### config.mk
export PLATFORM = sky130hd
export DESIGN_NAME = time_set_ctrl
export DESIGN_NICKNAME = d
export VERILOG_FILES = /design/src/rtl/time_set_ctrl.sv
export SDC_FILE = /design/constraint.sdc
export NUM_CORES = 1
export LEC_CHECK = 0
export CAP_MARGIN = 40
export CORE_ASPECT_RATIO = 1.2
export CORE_MARGIN = 8
export CORE_UTILIZATION = 45
export CTS_BUF_LIST = sky130_fd_sc_hd__clkbuf_16
export DETAILED_ROUTE_END_ITERATION = 8
export PLACE_DENSITY = 0.85
export SYNTH_ARGS = -nofsm -noshare
export SYNTH_HDL_FRONTEND = slang
export SYNTH_SLANG_ARGS = --single-unit
### constraint.sdc
create_clock -name clk -period 4.8 [get_ports clk]
set_input_delay 1.2 -clock clk [delete_from_list [all_inputs] [get_ports clk]]
set_output_delay 1.2 -clock clk [all_outputs]
set_load 0.02 [all_outputs]
### src/rtl/time_set_ctrl.sv
// Clock time-setting controller: edits a shadow copy of HH:MM digit by digit
// and loads it into the live digit registers with a one-cycle set strobe.
module time_set_ctrl #(
  parameter int TIMEOUT_S = 10
) (
  input  logic       clk,
  input  logic       reset,
  input  logic       tick_1hz,
  input  logic       mode_btn,
  input  logic       adv_btn,
  input  logic       up_btn,
  input  logic [3:0] cur_ht,
  input  logic [3:0] cur_hu,
  input  logic [3:0] cur_mt,
  input  logic [3:0] cur_mu,
  output logic [3:0] val_ht,
  output logic [3:0] val_hu,
  output logic [3:0] val_mt,
  output logic [3:0] val_mu,
  output logic       set,
  output logic       run_en,
  output logic [1:0] sel,
  output logic       editing,
  output logic       blink
);

  localparam logic [2:0] IDLE   = 3'd0;
  localparam logic [2:0] E_HT   = 3'd1;
  localparam logic [2:0] E_HU   = 3'd2;
  localparam logic [2:0] E_MT   = 3'd3;
  localparam logic [2:0] E_MU   = 3'd4;
  localparam logic [2:0] COMMIT = 3'd5;

  localparam int CW = (TIMEOUT_S < 2) ? 1 : $clog2(TIMEOUT_S + 1);
  localparam logic [CW-1:0] CNT_LAST = CW'(TIMEOUT_S - 1);

  logic [2:0]    state_r, state_s;
  logic [3:0]    ht_r, hu_r, mt_r, mu_r;
  logic [3:0]    ht_s, hu_s, mt_s, mu_s;
  logic [CW-1:0] cnt_r, cnt_s;
  logic          blink_r, blink_s;

  // Next-state, shadow-digit, idle-counter and blink computation
  always_comb begin
    state_s = state_r;
    ht_s    = ht_r;
    hu_s    = hu_r;
    mt_s    = mt_r;
    mu_s    = mu_r;
    cnt_s   = cnt_r;
    blink_s = blink_r;
    case (state_r)
      IDLE: begin
        cnt_s   = '0;
        blink_s = 1'b0;
        if (mode_btn) begin
          state_s = E_HT;
          ht_s    = cur_ht;
          hu_s    = cur_hu;
          mt_s    = cur_mt;
          mu_s    = cur_mu;
        end else begin
          state_s = IDLE;
        end
      end
      E_HT, E_HU, E_MT, E_MU: begin
        // Only the highest-priority button acts; any button resets the idle count
        if (mode_btn) begin
          state_s = COMMIT;
          cnt_s   = '0;
          blink_s = 1'b0;
        end else if (adv_btn) begin
          cnt_s   = '0;
          blink_s = 1'b0;
          case (state_r)
            E_HT:    state_s = E_HU;
            E_HU:    state_s = E_MT;
            E_MT:    state_s = E_MU;
            default: state_s = E_HT;
          endcase
        end else if (up_btn) begin
          cnt_s = '0;
          if (tick_1hz) begin
            blink_s = ~blink_r;
          end else begin
            blink_s = blink_r;
          end
          case (state_r)
            E_HT: begin
              if (ht_r >= 4'd2) begin
                ht_s = 4'd0;
              end else begin
                ht_s = ht_r + 4'd1;
              end
              // Entering the 20s clamps hour units to a legal 20..23
              if (ht_s == 4'd2 && hu_r > 4'd3) begin
                hu_s = 4'd3;
              end else begin
                hu_s = hu_r;
              end
            end
            E_HU: begin
              if ((ht_r == 4'd2 && hu_r >= 4'd3) || hu_r >= 4'd9) begin
                hu_s = 4'd0;
              end else begin
                hu_s = hu_r + 4'd1;
              end
            end
            E_MT: begin
              if (mt_r >= 4'd5) begin
                mt_s = 4'd0;
              end else begin
                mt_s = mt_r + 4'd1;
              end
            end
            default: begin
              if (mu_r >= 4'd9) begin
                mu_s = 4'd0;
              end else begin
                mu_s = mu_r + 4'd1;
              end
            end
          endcase
        end else if (tick_1hz) begin
          if (cnt_r == CNT_LAST) begin
            // Abandoned edit: drop the shadow copy, no load
            state_s = IDLE;
            cnt_s   = '0;
            blink_s = 1'b0;
            ht_s    = 4'd0;
            hu_s    = 4'd0;
            mt_s    = 4'd0;
            mu_s    = 4'd0;
          end else begin
            cnt_s   = cnt_r + CW'(1);
            blink_s = ~blink_r;
          end
        end else begin
          state_s = state_r;
        end
      end
      COMMIT: begin
        state_s = IDLE;
        cnt_s   = '0;
        blink_s = 1'b0;
      end
      default: begin
        state_s = IDLE;
        cnt_s   = '0;
        blink_s = 1'b0;
      end
    endcase
  end

  // State and shadow registers with synchronous reset
  always_ff @(posedge clk) begin
    if (reset) begin
      state_r <= IDLE;
      ht_r    <= 4'd0;
      hu_r    <= 4'd0;
      mt_r    <= 4'd0;
      mu_r    <= 4'd0;
      cnt_r   <= '0;
      blink_r <= 1'b0;
    end else begin
      state_r <= state_s;
      ht_r    <= ht_s;
      hu_r    <= hu_s;
      mt_r    <= mt_s;
      mu_r    <= mu_s;
      cnt_r   <= cnt_s;
      blink_r <= blink_s;
    end
  end

  // Output decode from registered state only
  always_comb begin
    set     = 1'b0;
    run_en  = 1'b0;
    editing = 1'b0;
    sel     = 2'd0;
    case (state_r)
      IDLE:    run_en = 1'b1;
      E_HT:    begin editing = 1'b1; sel = 2'd0; end
      E_HU:    begin editing = 1'b1; sel = 2'd1; end
      E_MT:    begin editing = 1'b1; sel = 2'd2; end
      E_MU:    begin editing = 1'b1; sel = 2'd3; end
      COMMIT:  set = 1'b1;
      default: run_en = 1'b0;
    endcase
  end

  assign val_ht = ht_r;
  assign val_hu = hu_r;
  assign val_mt = mt_r;
  assign val_mu = mu_r;
  assign blink  = blink_r;

endmodule

==> run metrics, run 1 <==
hold depth 2; Final Skew 1.609 ps; die width 74.12 um; Yosys top cell area share 0.2634; DRT iter0 DRCs 156; CTS tree done; Worst Path Arrival 2540 ps; Net Count, Synth 264; hold slack 507.4 ps; Final nets 299; H-tree depth 1; RSZ-0062 raised after global routing false; FMAX 267.7 MHz; Cells after Synth 231; post_cts resized 0; worst reg2reg path depth 6; largest net degree at the start of global routing 30; crit path capture type output pin; GRT Total Usage 0.1529; slowest CP cell dfxtp_1; sequential-to-total area share from yosys stat 0.2634; Period Utilization, post-route 0.7783; grt ovf 0; number of synthesized flops with an enable pin 0; Initial Util 0.4666; vias per cell 5.918; gpl congestion 0.8346; Worst Path Max Fanout 29; FFs w/ async S/R, synth 0; leading cell types by count after synthesis 27 x a21oi_1, 24 x dfxtp_1, 19 x nor2_1; Worst Path Required 3600 ps; most frequent cell after synthesis a21oi_1; Slowest Stage Delay on Critical Path 920 ps; top cells by area, synth dfxtp_1 26%, ha_1 7.5%, a21oi_1 7.4%, nor2_1 3.9%, inv_1 3.7%; synthesis-stage register bit count 24; Rel. slew slack 0.3881; final core occ 0.5952; Critical Path, Cell by Cell o21ai_1 > nand2_2 > inv_2 > clkdlybuf4s50_1; P_leak 0.7998 nW; Worst Tran Pin Value 916.5 ps; initial antenna violation count 0; post-route ant nets 0; Main synth FF type dfxtp_1; syn_area_per_cell 7.897 um2; Synth area leader dfxtp_1; # hold bufs at CTS 0; CTS buffer count 3; worst ir drop on vdd 144.7 uV; Clock Latency Late Sink 250 ps; status completed; fillcell total 347; ant diodes 0; area grow syn2layout 27.57%; layout cells sized above 1 0.05303; final WL 4887 um; hold crit path type register to register; clk buf depth 2; Cell variety after synth 57; dpl hpwl 3662 um; DR vias 1882; Final Slew Violations 0; Mapped Area 1824 um2; I/O pins 44; post-CTS setup buffer count 0; clk sinks 24; Final Hold Fails 0; clk slew on worst S/H paths 60 ps; Core Rows 25; total power 0.7266 mW; PD cells 312.2 nW/um2; IO buf count 43; yosys warns 0; fin crit period 3736 ps; Initial DRT Pass Iterations 5; first-pass GRT wire length 7962 um; critical path type register to output pin; Finish-stage setup viols 0; core area 3910 um2; DRC 0; clk root buf clkbuf_16; die height 85.75 um; crit start category register; Final TNS setup 0 ps; Die Area 6355 um2; vias in the first global route 1803; MaxCap Viol Count 0; Wirelength per Cell 15.37 um
kinds of logic after synthesis:
logic type / share of synthesized area
xor gates and xnor gates: 0.02401
muxes: 0.005487
AOI/OAI and AO/OA: 0.3141
buffers and inverters: 0.08162
adders and majority gates: 0.07544
and+or+nand+nor: 0.2359
DFF: 0.2634
final timing paths:
path / start / to / slack, ps
hold reg to reg: cnt_r[3] / cnt_r[3] / 510
hold / removal: cnt_r[3] / cnt_r[3] / 510
setup / recovery: state_r[2] / editing / 1060
setup reg to reg: state_r[2] / val_mt[0] / 2150
cells in the final DEF (no fill, tap or decap), types with 7 or more instances in the layout:
cell             synthesis  layout
a21oi_1                 27      27
a311oi_1                 7       7
clkdlybuf4s50_1          0      43
dfxtp_1                 24      24
ha_1                    11      11
inv_1                   18      18
nand2_1                  9       9
nand3_1                  8       8
nor2_1                  19      19
nor3_1                   8       8
o21ai_1                  7       7
area by class of cell:
cell class,count,area (um2),area share
flip-flops and latches,24,480.5,0.2065
repair buffers,44,437.9,0.1882
inverters,19,71.32,0.03065
well taps,54,67.56,0.02903
clock buffers,3,75.07,0.03226
multi-input cells,174,1195,0.5134
power breakdown:
| group | total (mW) | switching (mW) | internal, mW | leakage [nW] |
|---|---|---|---|---|
| registers | 0.259 | 0.0383 | 0.220 | 0.196 |
| logic | 0.289 | 0.159 | 0.130 | 0.566 |
| clock network | 0.179 | 0.0689 | 0.110 | 0.0370 |
flip-flops by register name, indices dropped and copies added, names as in the netlist:
signal,count
cnt_r,4
val_ht,4
val_hu,4
val_mt,4
val_mu,4
state_r,3
blink,1
worst max-delay path: cells and delay by family (launching register included):
family          cells  cell delay [ps]
compound gates      1              300
buf+inv             2              680
flops               1              920
simple gates        1              370
layer usage:
layer,global-route usage,up-vias,share of wire
li1,-,934,-
met1,0.1762,877,0.42
met2,0.2636,63,0.50
met3,0.02450,8,0.054
met4,0.06922,0,0.018
met5,0,-,0
per-stage QoR:
step	worst slack [ps]	cell area, um2	std cells
3_5_place_dp	1300	2252	315
5_1_grt	905.8	2327	318
6_report	1064	2327	318
4_1_cts	1089	2327	318
2_1_floorplan	2183	1824	231
3_3_place_gp	1438	2252	315
(Power assumes the default switching activity.)
==> run 2, diff against run 1 <==
==> constraint.sdc (replaced) <==
create_clock -name clk -period 3.8 [get_ports clk]
set_input_delay 0.95 -clock clk [delete_from_list [all_inputs] [get_ports clk]]
set_output_delay 0.95 -clock clk [all_outputs]
set_load 0.02 [all_outputs]
==> run metrics, run 2 (synthesis gave the netlist of run 1 again) <==
Worst Tran Pin Value 717.9 ps (was 916.5 ps); grt ovf 0 (unchanged); # hold bufs at CTS 0 (unchanged); total power 0.9179 mW (was 0.7266 mW); die width 74.12 um (unchanged); vias in the first global route 1790 (was 1803); most frequent cells in the layout 43 x clkdlybuf4s50_1, 27 x a21oi_1, 24 x dfxtp_1 (unchanged); Finish-stage setup viols 0 (unchanged); GRT Total Usage 0.1571 (was 0.1529); Final Skew 2.574 ps (was 1.609 ps); clk slew on worst S/H paths 60 ps (about the same); H-tree depth 1 (unchanged); post-route ant nets 0 (unchanged); area grow syn2layout 28.40% (was 27.57%); vias per cell 6.022 (was 5.918); Worst Setup EP editing (unchanged); RSZ-0062 raised after global routing false (unchanged); status completed (unchanged); Final TNS setup 0 ps (unchanged); I/O pins 44 (unchanged); Clk network pwr share 0.245 (was 0.246); Period Utilization, post-route 0.8601; initial antenna violation count 0 (unchanged); Worst Path Required 2850 ps (was 3600 ps); core area 3910 um2 (unchanged); share of power burned in registers 0.349 (was 0.356); Core Rows 25 (unchanged); CTS buffer count 3 (unchanged); DR vias 1927 (was 1882); post-CTS setup buffer count 0 (unchanged); Layout Cells excl Fill 320 (was 318); worst ir drop on vdd 163.0 uV (was 144.7 uV); Initial DRT Pass Iterations 4 (was 5); Worst Path Max Fanout 21 (was 29); Worst Path Arrival 2320 ps (was 2540 ps); ant diodes 0 (unchanged); Wirelength per Cell 15.35 um (was 15.37 um); Rel. slew slack 0.5207 (was 0.3881); final WL 4911 um (was 4887 um); gpl congestion 0.7969 (was 0.8346); clk sinks 24 (unchanged); IO buf count 43 (unchanged); commonest non-fill, non-tap cell in the layout clkdlybuf4s50_1 (unchanged); worst reg2reg path depth 6 (unchanged); clk buf depth 2 (unchanged); Logic pwr share 0.406 (was 0.398); die height 85.75 um (unchanged); Crit Reg-Reg Endpoint val_mt[1] (was val_mt[0]); clk root buf clkbuf_16 (unchanged); first-pass GRT wire length 8135 um (was 7962 um); final instance area 2342 um2 (was 2327 um2); Clock Latency Late Sink 260 ps (was 250 ps); Final nets 301 (was 299); crit start category register (unchanged); sw power 0.3347 mW (was 0.2662 mW); DRC 0 (unchanged); post_cts resized 0 (unchanged); dpl hpwl 3691 um (was 3662 um); Final Hold Fails 0 (unchanged); crit path capture type output pin (unchanged); Final Slew Violations 0 (unchanged); placed instance area 2267 um2 (was 2252 um2); Initial Util 0.4666 (unchanged); net switching fraction of the power 0.3646 (was 0.3664); P_leak 0.8099 nW (was 0.7998 nW); MaxCap Viol Count 0 (unchanged); Critical path origin state_r[0] (was state_r[2]); layout cells sized above 1 0.06015 (was 0.05303); FF-to-FF Start state_r[0] (was state_r[2]); Cells after DPL 317 (was 315); hold crit path type register to register (unchanged); largest net degree at the start of global routing 28 (was 30); Die Area 6355 um2 (unchanged); PD cells 391.9 nW/um2 (was 312.2 nW/um2); fin crit period 3268 ps; Pint 0.5832 mW (was 0.4603 mW); CTS tree done (unchanged); R2R setup slack 1480 ps (was 2150 ps); Hold Startpoint cnt_r[3] (unchanged); DRT iter0 DRCs 117 (was 156); FMAX 306.0 MHz; critical path type register to output pin (unchanged)
run 2: per-stage QoR:
| step | utilization | setup WS [ps] | hold slack, ps |
|---|---|---|---|
| after floorplan | - | 1433 | 467.1 |
| after global placement | 0.5798 | 870.9 | 475.3 |
| after detailed placement | 0.5798 | 784.5 | 504.0 |
| after CTS | 0.5990 | 550.4 | 515.9 |
| after global routing | 0.5990 | 435.3 | 565.3 |
| final | 0.5990 | 531.5 | 513.3 |
run 2: per-layer routing:
| layer | share of wire | GRT usage | wire length (um) | vias to the layer above |
|---|---|---|---|---|
| met5 | 0 | 0 | 0 | - |
| met4 | 0.019 | 0.07832 | 95 | 0 |
| met3 | 0.073 | 0.03034 | 359 | 10 |
| met2 | 0.50 | 0.2684 | 2470 | 80 |
| met1 | 0.40 | 0.1775 | 1986 | 900 |
| li1 | - | - | - | 937 |
run 2: layout make-up:
type / instances / area [um2]
inverters: 19 / 71.32
fillers: 363 / 1568
repair buffers: 46 / 452.9
multi-input cells: 174 / 1195
well taps: 54 / 67.56
flip-flops and latches: 24 / 480.5
clock buffers: 3 / 75.07
run 2: worst min path at each step:
stage	endpoint	slack, ps	depth (start not counted)
3_5_place_dp	cnt_r[3]	500	2
4_1_cts	cnt_r[3]	520	2
3_3_place_gp	val_mt[2]	480	2
6_report	cnt_r[3]	510	2
5_1_grt	val_mt[2]	570	2
2_1_floorplan	cnt_r[3]	470	2
run 2: worst max-delay path: stages, from the launching register on:
cell             delay, ps
dfxtp_1                780
or3_4                  280
nand2_2                200
inv_2                  170
clkdlybuf4s50_1        630
run 2: power by group through the flow:
stage | Combinational, mW | Clock, mW | Sequential, mW
floorplan | 0.228 | 0 | 0.338
global placement | 0.363 | 0 | 0.323
detailed placement | 0.370 | 0 | 0.324
CTS | 0.373 | 0.230 | 0.320
global route | 0.407 | 0.244 | 0.326
finish | 0.373 | 0.225 | 0.320
==> run 3, diff against run 2 <==
==> constraint.sdc (replaced) <==
create_clock -name clk -period 3.8 [get_ports clk]
set_input_delay 0.95 -clock clk [delete_from_list [all_inputs] [get_ports clk]]
set_output_delay 0.95 -clock clk [all_outputs]
set_load 0.1 [all_outputs]
==> run metrics, run 3 (synthesis gave the netlist of run 1 again) <==
Initial Util 0.4666 (unchanged); clk slew on worst S/H paths 60 ps (about the same); DR vias 1997 (was 1927); critical path type register to output pin (unchanged); PD cells 458.0 nW/um2 (was 391.9 nW/um2); H-tree depth 1 (unchanged); initial antenna violation count 0 (unchanged); Clock Latency Late Sink 260 ps (about the same); Slowest Stage Delay on Critical Path 460 ps (was 780 ps); vias per cell 5.926 (was 6.022); hold slack 504.6 ps (was 513.3 ps); GRT Total Usage 0.1659 (was 0.1571); post_cts resized 0 (unchanged); fin crit period 2877 ps (was 3268 ps); Crit Reg-Reg Endpoint val_hu[3] (was val_mt[1]); GRT met3 Usage 0.01984 (was 0.03034); Final Hold Fails 0 (unchanged); Reg area 480.5 um2 (unchanged); Finish-stage setup viols 0 (unchanged); post-route ant nets 0 (unchanged); hold crit path type register to register (unchanged); Period Utilization, post-route 0.7570 (was 0.8601); Worst Hold Path EP val_mt[2] (was cnt_r[3]); clk root buf clkbuf_16 (unchanged); combined area of the multi-input logic cells 1195 um2 (unchanged); FF-to-FF Start state_r[1] (was state_r[0]); Worst Path Max Fanout 18 (was 21); Final TNS setup 0 ps (unchanged); most frequent cells in the layout 36 x clkdlybuf4s50_1, 27 x a21oi_1, 24 x dfxtp_1 (was 43 x clkdlybuf4s50_1, 27 x a21oi_1, 24 x dfxtp_1); RSZ-0062 raised after global routing false (unchanged); Layout Cells excl Fill 337 (was 320); Buf/Inv on CP 2 (unchanged); Initial DRT Pass Iterations 4 (unchanged); Cells after DPL 333 (was 317); crit path capture type output pin (unchanged); crit start category register (unchanged); cell family with most CP delay buffers and inverters (unchanged); M2 GR Usage 0.3045 (was 0.2684); Final Slew Violations 0 (unchanged); clk sinks 24 (unchanged); final core occ 0.6550 (was 0.5990); Final nets 317 (was 301); gpl congestion 0.8378 (was 0.7969); hold depth 2 (unchanged); placed instance area 2482 um2 (was 2267 um2); met1 Usage GRT 0.1805 (was 0.1775); dpl hpwl 3983 um (was 3691 um); global routing's busiest layer met2 (unchanged); post-CTS setup buffer count 0 (unchanged); Placement Setup Slack 893.8 ps (was 784.5 ps); vias in the first global route 1946 (was 1790); Wirelength per Cell 15.72 um (was 15.35 um); MaxCap Viol Count 0 (unchanged); DRT iter0 DRCs 112 (was 117); Worst Path Required 2850 ps (about the same); Critical Path, Cell by Cell o21ai_1 > nand2_2 > inv_2 > buf_4 (was or3_4 > nand2_2 > inv_2 > clkdlybuf4s50_1); Die Area 6355 um2 (unchanged); fillcell total 318 (was 363); commonest non-fill, non-tap cell in the layout clkdlybuf4s50_1 (unchanged); worst reg2reg path depth 6 (unchanged); IO buf count 43 (unchanged); DRC 0 (unchanged); slowest CP cell dfxtp_1 (unchanged); status completed (unchanged); die height 85.75 um (unchanged); CTS buffer count 3 (unchanged); largest net degree at the start of global routing 28 (unchanged); grt ovf 0 (unchanged); clk buf depth 2 (unchanged); final WL 5297 um (was 4911 um); P_leak 0.9361 nW (was 0.8099 nW); FMAX 347.6 MHz (was 306.0 MHz); area grow syn2layout 40.40% (was 28.40%); ant diodes 0 (unchanged); total power 1.173 mW (was 0.9179 mW); Hold Startpoint val_mt[2] (was cnt_r[3]); final instance area 2561 um2 (was 2342 um2); I/O pins 44 (unchanged); die width 74.12 um (unchanged); worst ir drop on vdd 187.3 uV (was 163.0 uV); layout cells sized above 1 0.1378 (was 0.06015); worst setup margin 923.3 ps (was 531.5 ps); Final Skew 5.607 ps (was 2.574 ps); core area 3910 um2 (unchanged); CTS tree done (unchanged); R2R setup slack 1610 ps (was 1480 ps); Core Rows 25 (unchanged); Worst Tran Pin Value 604.8 ps (was 717.9 ps); Worst Path Arrival 1930 ps (was 2320 ps); Rel. slew slack 0.5968 (was 0.5207); # hold bufs at CTS 0 (unchanged); first-pass GRT wire length 8652 um (was 8135 um)
[run 3: cell types whose count changed in the layout (fill, tap and decap cells not counted)]
cell / delta
buf_8: +15
buf_4: +8
clkinv_1: +1
clkdlybuf4s50_1: -7
[run 3: power breakdown]
part	leakage (nW)	total, mW	internal (mW)	switching, mW
clock	0.0385	0.230	0.141	0.0893
sequential	0.196	0.314	0.278	0.0361
combinational	0.701	0.629	0.214	0.414
[run 3: final cells by class]
type                       count  area share
clock buffer                   3     0.02931
clock inverter                 1    0.001466
inverter                      19     0.02785
multi-input combinational    174      0.4665
sequential                    24      0.1876
tap                           54     0.02638
timing repair buffer          62      0.2609
[run 3: worst max path at each step]
stage               startpoint   endpoint  slack [ps]  cells after the start
floorplan           state_r[2]     sel[0]         460                      5
global placement        up_btn  val_mt[1]         930                      7
detailed placement      up_btn  val_mt[1]         890                      7
CTS                 state_r[1]    editing         940                      4
global route        state_r[1]    editing         810                      4
finish              state_r[1]    editing         920                      4
[run 3: layer usage]
metal,routed length (um),part of all wire
met1,2228,0.42
met2,2732,0.52
met3,230,0.043
met4,106,0.020
met5,0,0
[run 3: worst reg2reg max path, cell delays in order (launching register included)]
cell,delay (ps)
dfxtp_1,630
o21ai_1,260
nand2_2,340
inv_2,130
a32oi_2,370
a21oi_1,130
a311oi_1,250
